File: src/rtl/uart_pkg.sv
// Shared UART definitions: receiver FSM states, oversampling constants and
// default frame geometry, common to uart_rx and the future uart_tx.
package uart_pkg;

  typedef enum logic [2:0] {
    IDLE,
    START,
    DATA,
    PARITY,
    STOP
  } uart_rx_state_e;

  localparam int OVERSAMPLE      = 16;
  localparam int MID_TICK        = 7;
  localparam int DBIT_DEFAULT    = 8;
  localparam int SB_TICK_DEFAULT = 16;

endpackage

File: src/rtl/uart_rx_sync.sv
// Parameterised 2-flop synchronizer for asynchronous inputs; both stages reset
// to RESET_VAL (all ones by default, matching an idle UART line).
module uart_rx_sync #(
  parameter int               WIDTH     = 1,
  parameter logic [WIDTH-1:0] RESET_VAL = '1
) (
  input  logic             clk,
  input  logic             reset,
  input  logic [WIDTH-1:0] d,
  output logic [WIDTH-1:0] q
);

  logic [WIDTH-1:0] meta_q, meta_d;
  logic [WIDTH-1:0] sync_q, sync_d;

  always_comb begin
    meta_d = d;
    sync_d = meta_q;
  end

  always_ff @(posedge clk or posedge reset) begin
    if (reset) begin
      meta_q <= RESET_VAL;
      sync_q <= RESET_VAL;
    end else begin
      meta_q <= meta_d;
      sync_q <= sync_d;
    end
  end

  assign q = sync_q;

endmodule

File: src/rtl/uart_rx.sv
// 16x-oversampling UART receiver, 8-N-1 by default; defining UART_RX_PARITY_EN
// adds an even-parity bit (8-E-1) and the parity_err output.
module uart_rx
  import uart_pkg::*;
#(
  parameter int DBIT    = DBIT_DEFAULT,
  parameter int SB_TICK = SB_TICK_DEFAULT
) (
  input  logic            clk,
  input  logic            reset,
  input  logic            s_tick,
  input  logic            rx,
  output logic [DBIT-1:0] dout,
  output logic            rx_done_tick,
  output logic            frame_err
`ifdef UART_RX_PARITY_EN
  ,
  output logic            parity_err
`endif
);

  localparam int             NW     = (DBIT > 1) ? $clog2(DBIT) : 1;
  localparam logic [3:0]     MID_S  = 4'(MID_TICK);
  localparam logic [3:0]     LAST_S = 4'(OVERSAMPLE - 1);
  localparam logic [3:0]     STOP_S = 4'(SB_TICK - 1);
  localparam logic [NW-1:0]  LAST_N = NW'(DBIT - 1);

  logic rx_s;

  uart_rx_sync #(
    .WIDTH    (1),
    .RESET_VAL(1'b1)
  ) u_sync (
    .clk  (clk),
    .reset(reset),
    .d    (rx),
    .q    (rx_s)
  );

  uart_rx_state_e  state_q, state_d;
  logic [3:0]      s_q, s_d;
  logic [NW-1:0]   n_q, n_d;
  logic [DBIT-1:0] b_q, b_d;
  logic [DBIT-1:0] dout_q, dout_d;
  logic            done_q, done_d;
  logic            ferr_q, ferr_d;
`ifdef UART_RX_PARITY_EN
  logic            pmis_q, pmis_d;
  logic            perr_q, perr_d;
`endif

  // The tick counter is cleared on every state change so each state starts
  // counting from the beginning of its own bit window.
  always_comb begin
    state_d = state_q;
    s_d     = s_q;
    n_d     = n_q;
    b_d     = b_q;
    dout_d  = dout_q;
    done_d  = 1'b0;
    ferr_d  = 1'b0;
`ifdef UART_RX_PARITY_EN
    pmis_d  = pmis_q;
    perr_d  = 1'b0;
`endif
    case (state_q)
      IDLE: begin
        if (!rx_s) begin
          state_d = START;
          s_d     = '0;
        end
      end
      START: begin
        if (s_tick) begin
          if (s_q == MID_S) begin
            s_d = '0;
            if (!rx_s) begin
              state_d = DATA;
              n_d     = '0;
            end else begin
              state_d = IDLE;
            end
          end else begin
            s_d = s_q + 4'd1;
          end
        end
      end
      DATA: begin
        if (s_tick) begin
          if (s_q == LAST_S) begin
            s_d = '0;
            b_d = {rx_s, b_q[DBIT-1:1]};
            if (n_q == LAST_N) begin
`ifdef UART_RX_PARITY_EN
              state_d = PARITY;
`else
              state_d = STOP;
`endif
            end else begin
              n_d = n_q + 1'b1;
            end
          end else begin
            s_d = s_q + 4'd1;
          end
        end
      end
`ifdef UART_RX_PARITY_EN
      PARITY: begin
        if (s_tick) begin
          if (s_q == LAST_S) begin
            s_d     = '0;
            pmis_d  = rx_s ^ (^b_q);
            state_d = STOP;
          end else begin
            s_d = s_q + 4'd1;
          end
        end
      end
`endif
      STOP: begin
        if (s_tick) begin
          if (s_q == STOP_S) begin
            s_d     = '0;
            state_d = IDLE;
            dout_d  = b_q;
            done_d  = 1'b1;
            ferr_d  = ~rx_s;
`ifdef UART_RX_PARITY_EN
            perr_d  = pmis_q;
`endif
          end else begin
            s_d = s_q + 4'd1;
          end
        end
      end
      default: begin
        state_d = IDLE;
        s_d     = '0;
      end
    endcase
  end

  always_ff @(posedge clk or posedge reset) begin
    if (reset) begin
      state_q <= IDLE;
      s_q     <= '0;
      n_q     <= '0;
      b_q     <= '0;
      dout_q  <= '0;
      done_q  <= 1'b0;
      ferr_q  <= 1'b0;
`ifdef UART_RX_PARITY_EN
      pmis_q  <= 1'b0;
      perr_q  <= 1'b0;
`endif
    end else begin
      state_q <= state_d;
      s_q     <= s_d;
      n_q     <= n_d;
      b_q     <= b_d;
      dout_q  <= dout_d;
      done_q  <= done_d;
      ferr_q  <= ferr_d;
`ifdef UART_RX_PARITY_EN
      pmis_q  <= pmis_d;
      perr_q  <= perr_d;
`endif
    end
  end

  assign dout         = dout_q;
  assign rx_done_tick = done_q;
  assign frame_err    = ferr_q;
`ifdef UART_RX_PARITY_EN
  assign parity_err   = perr_q;
`endif

endmodule

File: config.mk
export PLATFORM = sky130hd
export DESIGN_NAME = uart_rx
export DESIGN_NICKNAME = d
export VERILOG_FILES = /design/src/rtl/uart_pkg.sv /design/src/rtl/uart_rx_sync.sv /design/src/rtl/uart_rx.sv
export SDC_FILE = /design/constraint.sdc
export NUM_CORES = 1
export LEC_CHECK = 0
export BUFFER_PORTS_ARGS = -buffer_cell sky130_fd_sc_hd__buf_2
export CORE_MARGIN = 2
export CORE_UTILIZATION = 50
export DETAILED_ROUTE_END_ITERATION = 8
export GPL_ROUTABILITY_DRIVEN = 1
export PLACE_DENSITY_LB_ADDON = 0.12
export SETUP_SLACK_MARGIN = 0.3
export SYNTH_ARGS = -nofsm -noshare
export SYNTH_HDL_FRONTEND = slang
export SYNTH_HIERARCHICAL = 1
export SYNTH_SLANG_ARGS = --single-unit
export TNS_END_PERCENT = 20
File: constraint.sdc
create_clock -name clk -period 4.45 [get_ports clk]
set_clock_uncertainty 0.2 [all_clocks]
set_input_delay 0.89 -clock clk [delete_from_list [all_inputs] [get_ports clk]]
set_output_delay 0.89 -clock clk [all_outputs]
set_load 0.005 [all_outputs]
==> impl_metrics.json, run 1 <==
{
  "crit_path_end_kind": "flip-flop",
  "dpl.hpwl_mm": 1.67,
  "chipHeight_um": 57.0,
  "pin_count": 14,
  "ys_types": 39,
  "grt_usage": 0.174,
  "clockBufferDepth": 2,
  "ys_warn_count": 6,
  "routed_wl_mm": 2.34,
  "grt-ovfl-total": 0,
  "power.leakage_nw": 0.765,
  "status": "complete, no violations",
  "first_global_vias": 939,
  "tns_ns": 0,
  "power.density_nw_per_um2": 463,
  "cts.sinks": 30,
  "cts_max_level": 2,
  "cp.arrival_ns": 2.64,
  "max_freq_mhz": 384,
  "dr.first_iter.drc_count": 10,
  "clock_latency_ns": 0.34,
  "netlist_instances": 111,
  "cts_resized": 0,
  "dr.pass1.iters": 4,
  "hp-class": "flip-flop to flip-flop",
  "wl_per_cell_um": 14.8,
  "antenna_found_initial": 0,
  "num_antenna_cells": 0,
  "max_slew_margin": 0.320,
  "vias": 892,
  "holdWs_ns": 0.152,
  "drc": 0,
  "die-area_um2": 3250,
  "syn_area_per_cell_um2": 12.6,
  "synth.net_count": 118,
  "synth_seq_area_share": 0.537,
  "cap_violations": 0,
  "final_cell_mix": "dfrtp_1 (28), mux2_1 (18), buf_2 (13)",
  "start_util": 0.518,
  "finalHoldViolCount": 0,
  "worst_pin_slew_ns": 1.02,
  "rsz0062_at_grt": "false",
  "dp_slack_ns": 1.45,
  "cts_made_buffers": 5,
  "path_clk_slew_ns": 0.10,
  "routed_via_density": 5.65,
  "cts_tree": "built",
  "layout_commonest_cell": "dfrtp_1",
  "die_w_um": 57.0,
  "final_nets": 133,
  "grt_first_pass_wirelength_mm": 4.15,
  "cts_root_buf": "clkbuf_4",
  "io_buffers": 13,
  "netlist_area_um2": 1400,
  "finalCritPeriodShare": 0.586,
  "num_rows": 19,
  "post-cts-setup-buffers": 0,
  "startpoint_type": "flip-flop",
  "ir_worst_vdd_mv": 0.264,
  "critPathMaxFanout": 10,
  "fin_crit_ns": 2.61,
  "crit_type": "flip-flop to flip-flop",
  "antenna_left": 0,
  "cts_hold_buffers": 0,
  "worst_slack_ns": 1.84,
  "synthToLayoutAreaGrowth_pct": 10.2,
  "slew_viol_final": 0,
  "layout-drive-gt1-share": 0.260,
  "ys_ff_latch": 30,
  "coreArea_um2": 2710,
  "grt_max_degree": 29,
  "setup_viol": 0,
  "required_ns": 4.48,
  "gp_congestion": 0.783
}
-- layer usage --
metal,part of all wire,global-route usage,vias up
met4,0.027,0.110,0
met3,0.036,0.0476,7
met2,0.48,0.278,15
met5,0,0,-
li1,-,-,435
met1,0.46,0.208,435
-- cell usage after synthesis --
cell type | number | area, um^2
mux2i_1 | 1 | 10.0
nor4b_1 | 2 | 17.5
o22a_1 | 1 | 8.76
dfstp_2 | 2 | 52.6
o22ai_1 | 1 | 6.26
nor4_2 | 1 | 12.5
xor2_1 | 1 | 8.76
nor2_2 | 1 | 6.26
a32o_1 | 1 | 10.0
nor2_4 | 1 | 11.3
nand2_1 | 4 | 15.0
a2111oi_4 | 1 | 27.5
a21oi_1 | 3 | 15.0
o21ai_1 | 1 | 5.00
or2_2 | 1 | 6.26
a311oi_1 | 1 | 8.76
inv_1 | 5 | 18.8
and4bb_2 | 1 | 12.5
nor3_2 | 1 | 10.0
nor2_1 | 4 | 15.0
buf_2 | 3 | 15.0
a211oi_2 | 1 | 12.5
buf_4 | 2 | 15.0
a21boi_1 | 1 | 7.51
nor3b_1 | 1 | 7.51
o22ai_2 | 1 | 12.5
a31oi_1 | 2 | 12.5
mux2_1 | 18 | 203
dfrtp_1 | 28 | 701
o21ai_0 | 5 | 25.0
o2111ai_1 | 1 | 8.76
nand2b_1 | 3 | 18.8
nand4_1 | 1 | 6.26
nand4b_1 | 1 | 8.76
ha_1 | 3 | 37.5
nor2b_1 | 1 | 6.26
a221oi_1 | 1 | 8.76
nand3_1 | 3 | 15.0
nor3_1 | 1 | 5.00
-- path summary, 6_finish.rpt --
kind / start / endpoint / slack, ns / cells after the start
max reg2reg: s_q[0] / dout[1] / 1.84 / 4
min reg2reg: u_sync/meta_q / u_sync/q / 0.15 / 0
min in group asynchronous: reset / u_sync/q / 0.36 / 2
max in group asynchronous: reset / state_q[2] / 2.84 / 2
min: u_sync/meta_q / u_sync/q / 0.15 / 0
max: s_q[0] / dout[1] / 1.84 / 4
-- registers in the layout (all words and copies together), names as in the netlist --
| register | flops |
|---|---|
| b_q | 8 |
| dout | 8 |
| frame_err | 1 |
| n_q | 3 |
| rx_done_tick | 1 |
| s_q | 4 |
| state_q | 3 |
| u_sync/meta_q | 1 |
| u_sync/q | 1 |
-- worst max-delay path, cell delays in order, from the launching register on --
cell and delay, ns:
dfrtp_1 0.40, ha_1 0.30, nand4_1 0.26, nor4b_2 0.94
mux2_1 0.39
-- power breakdown --
group	switching, W	total (W)	internal (W)
sequential	0.0000566	0.000362	0.000306
combinational	0.0000978	0.000180	0.0000822
clock	0.0000986	0.000174	0.0000758
total	0.000253	0.000717	0.000464
-- final cells by class --
class | instances | area (um^2)
fillers | 247 | 1160
flip-flops and latches | 30 | 753
multi-input cells | 71 | 608
repair buffers | 13 | 65.1
clock buffers | 6 | 51.3
well taps | 31 | 38.8
inverters | 5 | 18.8
clock inverters | 2 | 12.5
-- through the flow --
| stage | total power [W] | std cells | utilization | instance area [um^2] |
|---|---|---|---|---|
| 6_report | 0.000717 | 158 | 0.571 | 1550 |
| 5_1_grt | 0.000769 | 158 | 0.571 | 1550 |
| 4_1_cts | 0.000724 | 158 | 0.571 | 1550 |
| 3_5_place_dp | 0.000550 | 150 | 0.548 | 1480 |
| 3_3_place_gp | 0.000540 | 150 | 0.548 | 1480 |
| 2_1_floorplan | 0.000516 | 111 | - | 1400 |
-- cell families (layout without fill, tap and decap cells) --
logic type | count (synthesis) | in the layout | synth area share
AO/OA/AOI/OAI | 21 | 21 | 0.120
XOR/XNOR | 1 | 1 | 0.00624
adder cells (fa/ha/maj) | 3 | 3 | 0.0267
buffers and inverters | 10 | 26 | 0.0348
flip-flops | 30 | 30 | 0.537
multiplexers | 19 | 19 | 0.152
AND/OR/NAND/NOR | 27 | 27 | 0.124
Power figures use the tool's default switching activity.
==> run 2: changes to the inputs <==
==> constraint.sdc (replaced) <==
create_clock -name clk -period 2.2 [get_ports clk]
set_clock_uncertainty 0.2 [all_clocks]
set_input_delay 0.44 -clock clk [delete_from_list [all_inputs] [get_ports clk]]
set_output_delay 0.44 -clock clk [all_outputs]
set_load 0.005 [all_outputs]
==> run 2 against run 1 <==
Compared with the run above: sequential power rose by 94%; die area unchanged; sequential share of layout area shrank 5.6 points; worst setup slack worse by 1.6 ns; non-clock buffer count is 10 higher; clock power increased to 3.3 times the previous value; register-to-register slack lost 1.6 ns; critical path depth increased by 1; total power rose to 2.6 times the previous value; utilization is 7.7 points higher; routed wire length rose by 13%; via count grew 8.1%; critical path type unchanged; critical endpoint is now state_q[1]; largest power group unchanged.
==> impl_metrics.json, run 2 (synthesis results as in run 1) <==
{
  "crit_path_end_kind": "flip-flop",
  "synthToLayoutAreaGrowth_pct": 25.1,
  "num_antenna_cells": 0,
  "hold_end": "u_sync/q",
  "worstPathCellList": "ha_4, a311oi_2, o22a_2, nor4_4, mux2_4",
  "io_buffers": 13,
  "grt_first_pass_wirelength_mm": 4.21,
  "dpl.hpwl_mm": 1.67,
  "slew_viol_final": 0,
  "cts_max_level": 2,
  "cp_slowest_stage_delay_ns": 0.43,
  "required_ns": 2.21,
  "cp_slowest_cell": "dfrtp_1",
  "startpoint_type": "flip-flop",
  "pin_count": 14,
  "worst_pin_slew_ns": 0.383,
  "path_clk_slew_ns": 0.10,
  "status": "complete, no violations",
  "chipHeight_um": 57.0,
  "clockPowerShare": 0.312,
  "crit_type": "flip-flop to flip-flop",
  "layout-drive-gt1-share": 0.394,
  "fin_crit_ns": 1.96,
  "tns_ns": 0,
  "cts.sinks": 30,
  "routed_wl_mm": 2.64,
  "critPathMaxFanout": 7,
  "max_freq_mhz": 511,
  "gp_congestion": 0.852,
  "reg2reg_from": "s_q[0]",
  "max_slew_margin": 0.744,
  "coreArea_um2": 2710,
  "cap_violations": 0,
  "finalCritPeriodShare": 0.889,
  "hp-start": "u_sync/meta_q",
  "rsz0062_at_grt": "true",
  "finalHoldViolCount": 0,
  "switching_power_w": 0.000591,
  "vias": 964,
  "die-area_um2": 3250,
  "setup_viol": 0,
  "hp-class": "flip-flop to flip-flop",
  "ff2ff_setup_slack_ns": 0.24,
  "antenna_found_initial": 0,
  "reg2reg_to": "state_q[1]",
  "dr.pass1.iters": 4,
  "holdPathStages": 0,
  "p_sw_frac": 0.316,
  "final_nets": 143,
  "final_cell_mix": "dfrtp_1 (26), mux2_1 (17), buf_2 (13), buf_4 (8)",
  "num_rows": 19,
  "holdWs_ns": 0.161,
  "die_w_um": 57.0,
  "cts_root_buf": "clkbuf_4",
  "first_global_vias": 912,
  "internal-power_w": 0.00128,
  "start_util": 0.518,
  "grt_max_degree": 29,
  "fillerInstances": 220,
  "grt-ovfl-total": 0,
  "antenna_left": 0,
  "cts_made_buffers": 5,
  "grt_usage": 0.174,
  "ir_worst_vdd_mv": 1.21,
  "wl_per_cell_um": 15.7,
  "drc": 0,
  "reg2reg_depth": 5,
  "routed_via_density": 5.74,
  "cts_tree": "built",
  "layout_commonest_cell": "dfrtp_1",
  "power.leakage_nw": 0.838,
  "power.density_nw_per_um2": 1060,
  "clockBufferDepth": 2,
  "clock_latency_ns": 0.33,
  "p_comb_frac": 0.311,
  "power_frac_seq": 0.377,
  "dr.first_iter.drc_count": 13,
  "cp.arrival_ns": 1.97
}
run 2: changes by cell type in the layout (fill, tap and decap cells not counted), moves of 2 or more:
cell	previous run	this run
ha_1	3	0
ha_4	0	2
nand3_2	0	2
bufinv_16	0	2
o21ai_2	0	2
buf_4	0	8
dlygate4sd3_1	0	2
nand3_1	3	1
dfrtp_1	28	26
o21ai_0	5	3
dfrtp_2	0	2
run 2: per-layer routing:
layer	global-route usage	vias up	share of wire
met2	0.256	16	0.48
met1	0.227	483	0.45
met3	0.0635	8	0.041
met5	0	-	0
met4	0.0897	0	0.030
li1	-	457	-
run 2: area by class of cell:
type	instances	area, um^2	share of cell area
Inverter	5	18.8	0.0107
Multi-Input combinational cell	71	687	0.391
Clock inverter	2	60.1	0.0342
Tap cell	31	38.8	0.0221
Clock buffer	6	51.3	0.0292
Timing Repair Buffer	23	145	0.0826
Sequential cell	30	756	0.430
run 2: timing repair:
item / in CTS / in global routing
setup buffers: 0 / 2
endpoints found under the setup margin: 19 / 23
hold buffers: 2 / 0
gates resized for setup: 2 / 17
hold endpoints to repair: 31 / 0
pin swaps: 0 / 7
run 2: how the worst max path moves through the flow:
stage / from / to / slack (ns) / cells after the start
6_report: s_q[0] / state_q[1] / 0.24 / 5
5_1_grt: s_q[0] / state_q[1] / 0.14 / 5
4_1_cts: n_q[0] / n_q[1] / 0.28 / 7
3_5_place_dp: s_q[0] / state_q[1] / 0.25 / 5
3_3_place_gp: s_q[0] / state_q[1] / 0.28 / 5
2_1_floorplan: s_q[0] / dout[0] / 0.30 / 5
run 2: metrics by stage:
stage	setup slack [ns]	instance area, um^2	power [W]	util	std cells
finish	0.244	1760	0.00187	0.648	168
global route	0.140	1760	0.00198	0.648	168
CTS	0.278	1670	0.00173	0.618	166
detailed placement	0.255	1530	0.00113	0.565	156
global placement	0.276	1530	0.00113	0.565	156
floorplan	0.300	1410	0.00105	-	111
run 2: critical path: cells and delay by family, from the launching register on:
family                   cells  cell delay [ns]
AND/OR/NAND/NOR              1             0.29
adder cells (fa/ha/maj)      1             0.20
flip-flops                   1             0.43
AO/OA/AOI/OAI                2             0.41
multiplexers                 1             0.32
run 2: power by group through the flow:
stage	registers, W	logic (W)	clock network [W]
5_1_grt	0.000712	0.000647	0.000619
6_report	0.000704	0.000581	0.000582
3_5_place_dp	0.000698	0.000433	0
4_1_cts	0.000694	0.000446	0.000593
2_1_floorplan	0.000667	0.000380	0
3_3_place_gp	0.000694	0.000431	0
==> run 3: changes to the inputs <==
--- a/config.mk
+++ b/config.mk
@@ -5,7 +5,7 @@
 export SDC_FILE = /design/constraint.sdc
 export NUM_CORES = 1
 export LEC_CHECK = 0
-export BUFFER_PORTS_ARGS = -buffer_cell sky130_fd_sc_hd__buf_2
+export BUFFER_PORTS_ARGS = -buffer_cell sky130_fd_sc_hd__buf_4
 export CORE_MARGIN = 2
 export CORE_UTILIZATION = 50
 export DETAILED_ROUTE_END_ITERATION = 8
==> run 3 against run 2 <==
Compared with the run above: clock power fell by 43%; fmax rose by 2.6%; non-clock buffer count rose by 2; sequential power fell by 1%; via count fell by 1.2%; final cell count rose by 1.2%; worst setup slack improved by 0.050 ns.
==> impl_metrics.json, run 3 (synthesis results as in run 1) <==
{
  "status": "complete, no violations",
  "num_rows": 19,
  "cts_tree": "built",
  "worstPathBufferInverterCount": 1,
  "dr.pass1.iters": 4,
  "routed_via_density": 5.60,
  "synthToLayoutAreaGrowth_pct": 22.2,
  "dr.first_iter.drc_count": 18,
  "p_sw_frac": 0.344,
  "final_nets": 145,
  "cp.arrival_ns": 1.92,
  "max_freq_mhz": 525,
  "pin_count": 14,
  "clock_latency_ns": 0.32,
  "num_antenna_cells": 0,
  "chipHeight_um": 57.0,
  "fin_util": 0.633,
  "dpl.hpwl_mm": 1.59,
  "reg2reg_to": "b_q[5]",
  "power.density_nw_per_um2": 888,
  "final_cell_mix": "dfrtp_1 (25), buf_4 (22), mux2_1 (14), o21ai_0 (5), clkbuf_4 (5)",
  "cts.sinks": 30,
  "finalCritPeriodShare": 0.867,
  "hp-start": "rx",
  "clockBufferDepth": 2,
  "routed_wl_mm": 2.57,
  "grt_usage": 0.171,
  "gp_congestion": 0.882,
  "holdPathStages": 1,
  "antenna_left": 0,
  "cpLargestDelayFamily": "simple AND/OR/NAND/NOR gates",
  "layout-drive-gt1-share": 0.388,
  "worstPathCellList": "buf_12, or2_2, nor2_4, mux2_1",
  "tns_ns": 0,
  "p_comb_frac": 0.324,
  "coreArea_um2": 2710,
  "clockPowerShare": 0.219,
  "fin_area_um2": 1720,
  "hold_end": "u_sync/meta_q",
  "cts_max_level": 2,
  "fillerInstances": 214,
  "internal-power_w": 0.00100,
  "cap_violations": 0,
  "setup_viol": 0,
  "crit_type": "flip-flop to flip-flop",
  "start_util": 0.518,
  "wl_per_cell_um": 15.1,
  "vias": 952,
  "cts_made_buffers": 5,
  "fin_crit_ns": 1.91,
  "antenna_found_initial": 0,
  "worst_pin_slew_ns": 0.415,
  "path_clk_slew_ns": 0.09,
  "power.leakage_nw": 0.816,
  "io_buffers": 13,
  "hp-class": "primary input to flip-flop",
  "grt_max_degree": 29,
  "layout_commonest_cell": "dfrtp_1",
  "cp_slowest_stage_delay_ns": 0.51,
  "critPathMaxFanout": 10,
  "required_ns": 2.21,
  "first_global_vias": 901,
  "grt-ovfl-total": 0,
  "power_frac_seq": 0.457,
  "rsz0062_at_grt": "true",
  "finalHoldViolCount": 0,
  "reg2reg_depth": 4,
  "drc": 0,
  "reg2reg_from": "state_q[2]",
  "ff2ff_setup_slack_ns": 0.29,
  "grt_first_pass_wirelength_mm": 4.15,
  "ir_worst_vdd_mv": 0.800,
  "switching_power_w": 0.000524,
  "startpoint_type": "flip-flop",
  "max_slew_margin": 0.723,
  "die_w_um": 57.0,
  "cp_slowest_cell": "dfrtp_2",
  "crit_path_end_kind": "flip-flop",
  "cts_root_buf": "clkbuf_4",
  "place_area_um2": 1560,
  "die-area_um2": 3250,
  "slew_viol_final": 0
}
==> run 3: cell count changes in the layout (fill, tap and decap cells not counted), sizes merged <==
cell	delta
buf	+3
bufinv	-2
clkbuf	+2
dlygate4sd3	-1
==> run 3: power groups by stage <==
stage	registers [W]	logic, W	clock network (W)
floorplan	0.000667	0.000380	0
global placement	0.000692	0.000434	0
detailed placement	0.000695	0.000443	0
CTS	0.000692	0.000455	0.000349
global route	0.000706	0.000554	0.000371
finish	0.000697	0.000493	0.000334
==> run 3: layout make-up <==
type                            count  area (um^2)  share of cell area
Sequential cell                    30          757               0.441
Multi-Input combinational cell     71          642               0.374
Timing Repair Buffer               25          200               0.117
Clock buffer                        8         58.8              0.0343
Tap cell                           31         38.8              0.0226
Inverter                            5         18.8              0.0109
==> run 3: worst max path at each step <==
stage	startpoint	to	slack, ns	cells after the start
floorplan	s_q[0]	dout[0]	0.30	5
global placement	state_q[2]	state_q[1]	0.24	4
detailed placement	state_q[2]	state_q[1]	0.20	4
CTS	s_q[0]	dout[0]	0.30	5
global route	s_q[1]	dout[3]	0.21	5
finish	state_q[2]	b_q[5]	0.29	4
==> run 3: per-layer routing <==
| metal | vias to the layer above | part of all wire | track usage |
|---|---|---|---|
| li1 | 459 | - | - |
| met1 | 462 | 0.48 | 0.234 |
| met2 | 26 | 0.45 | 0.236 |
| met3 | 5 | 0.049 | 0.0680 |
| met4 | 0 | 0.019 | 0.0897 |
| met5 | - | 0 | 0 |
==> run 3: repair_timing <==
item                                    4_1_cts  5_1_grt
endpoints found under the hold margin        24        0
setup buffers                                 1        4
endpoints found under the setup margin       16       25
pin swaps                                     1        7
resized for setup                             4        9
hold buffers                                  1        0
cloned                                        1        0
==> run 3: stage by stage <==
stage	total power, W	hold slack, ns	worst slack (ns)	cells
6_report	0.00152	0.0283	0.293	170
4_1_cts	0.00150	0.0111	0.297	166
2_1_floorplan	0.00105	0.145	0.300	111
3_5_place_dp	0.00114	0.150	0.205	155
3_3_place_gp	0.00113	0.146	0.241	155
5_1_grt	0.00163	0.000307	0.208	170
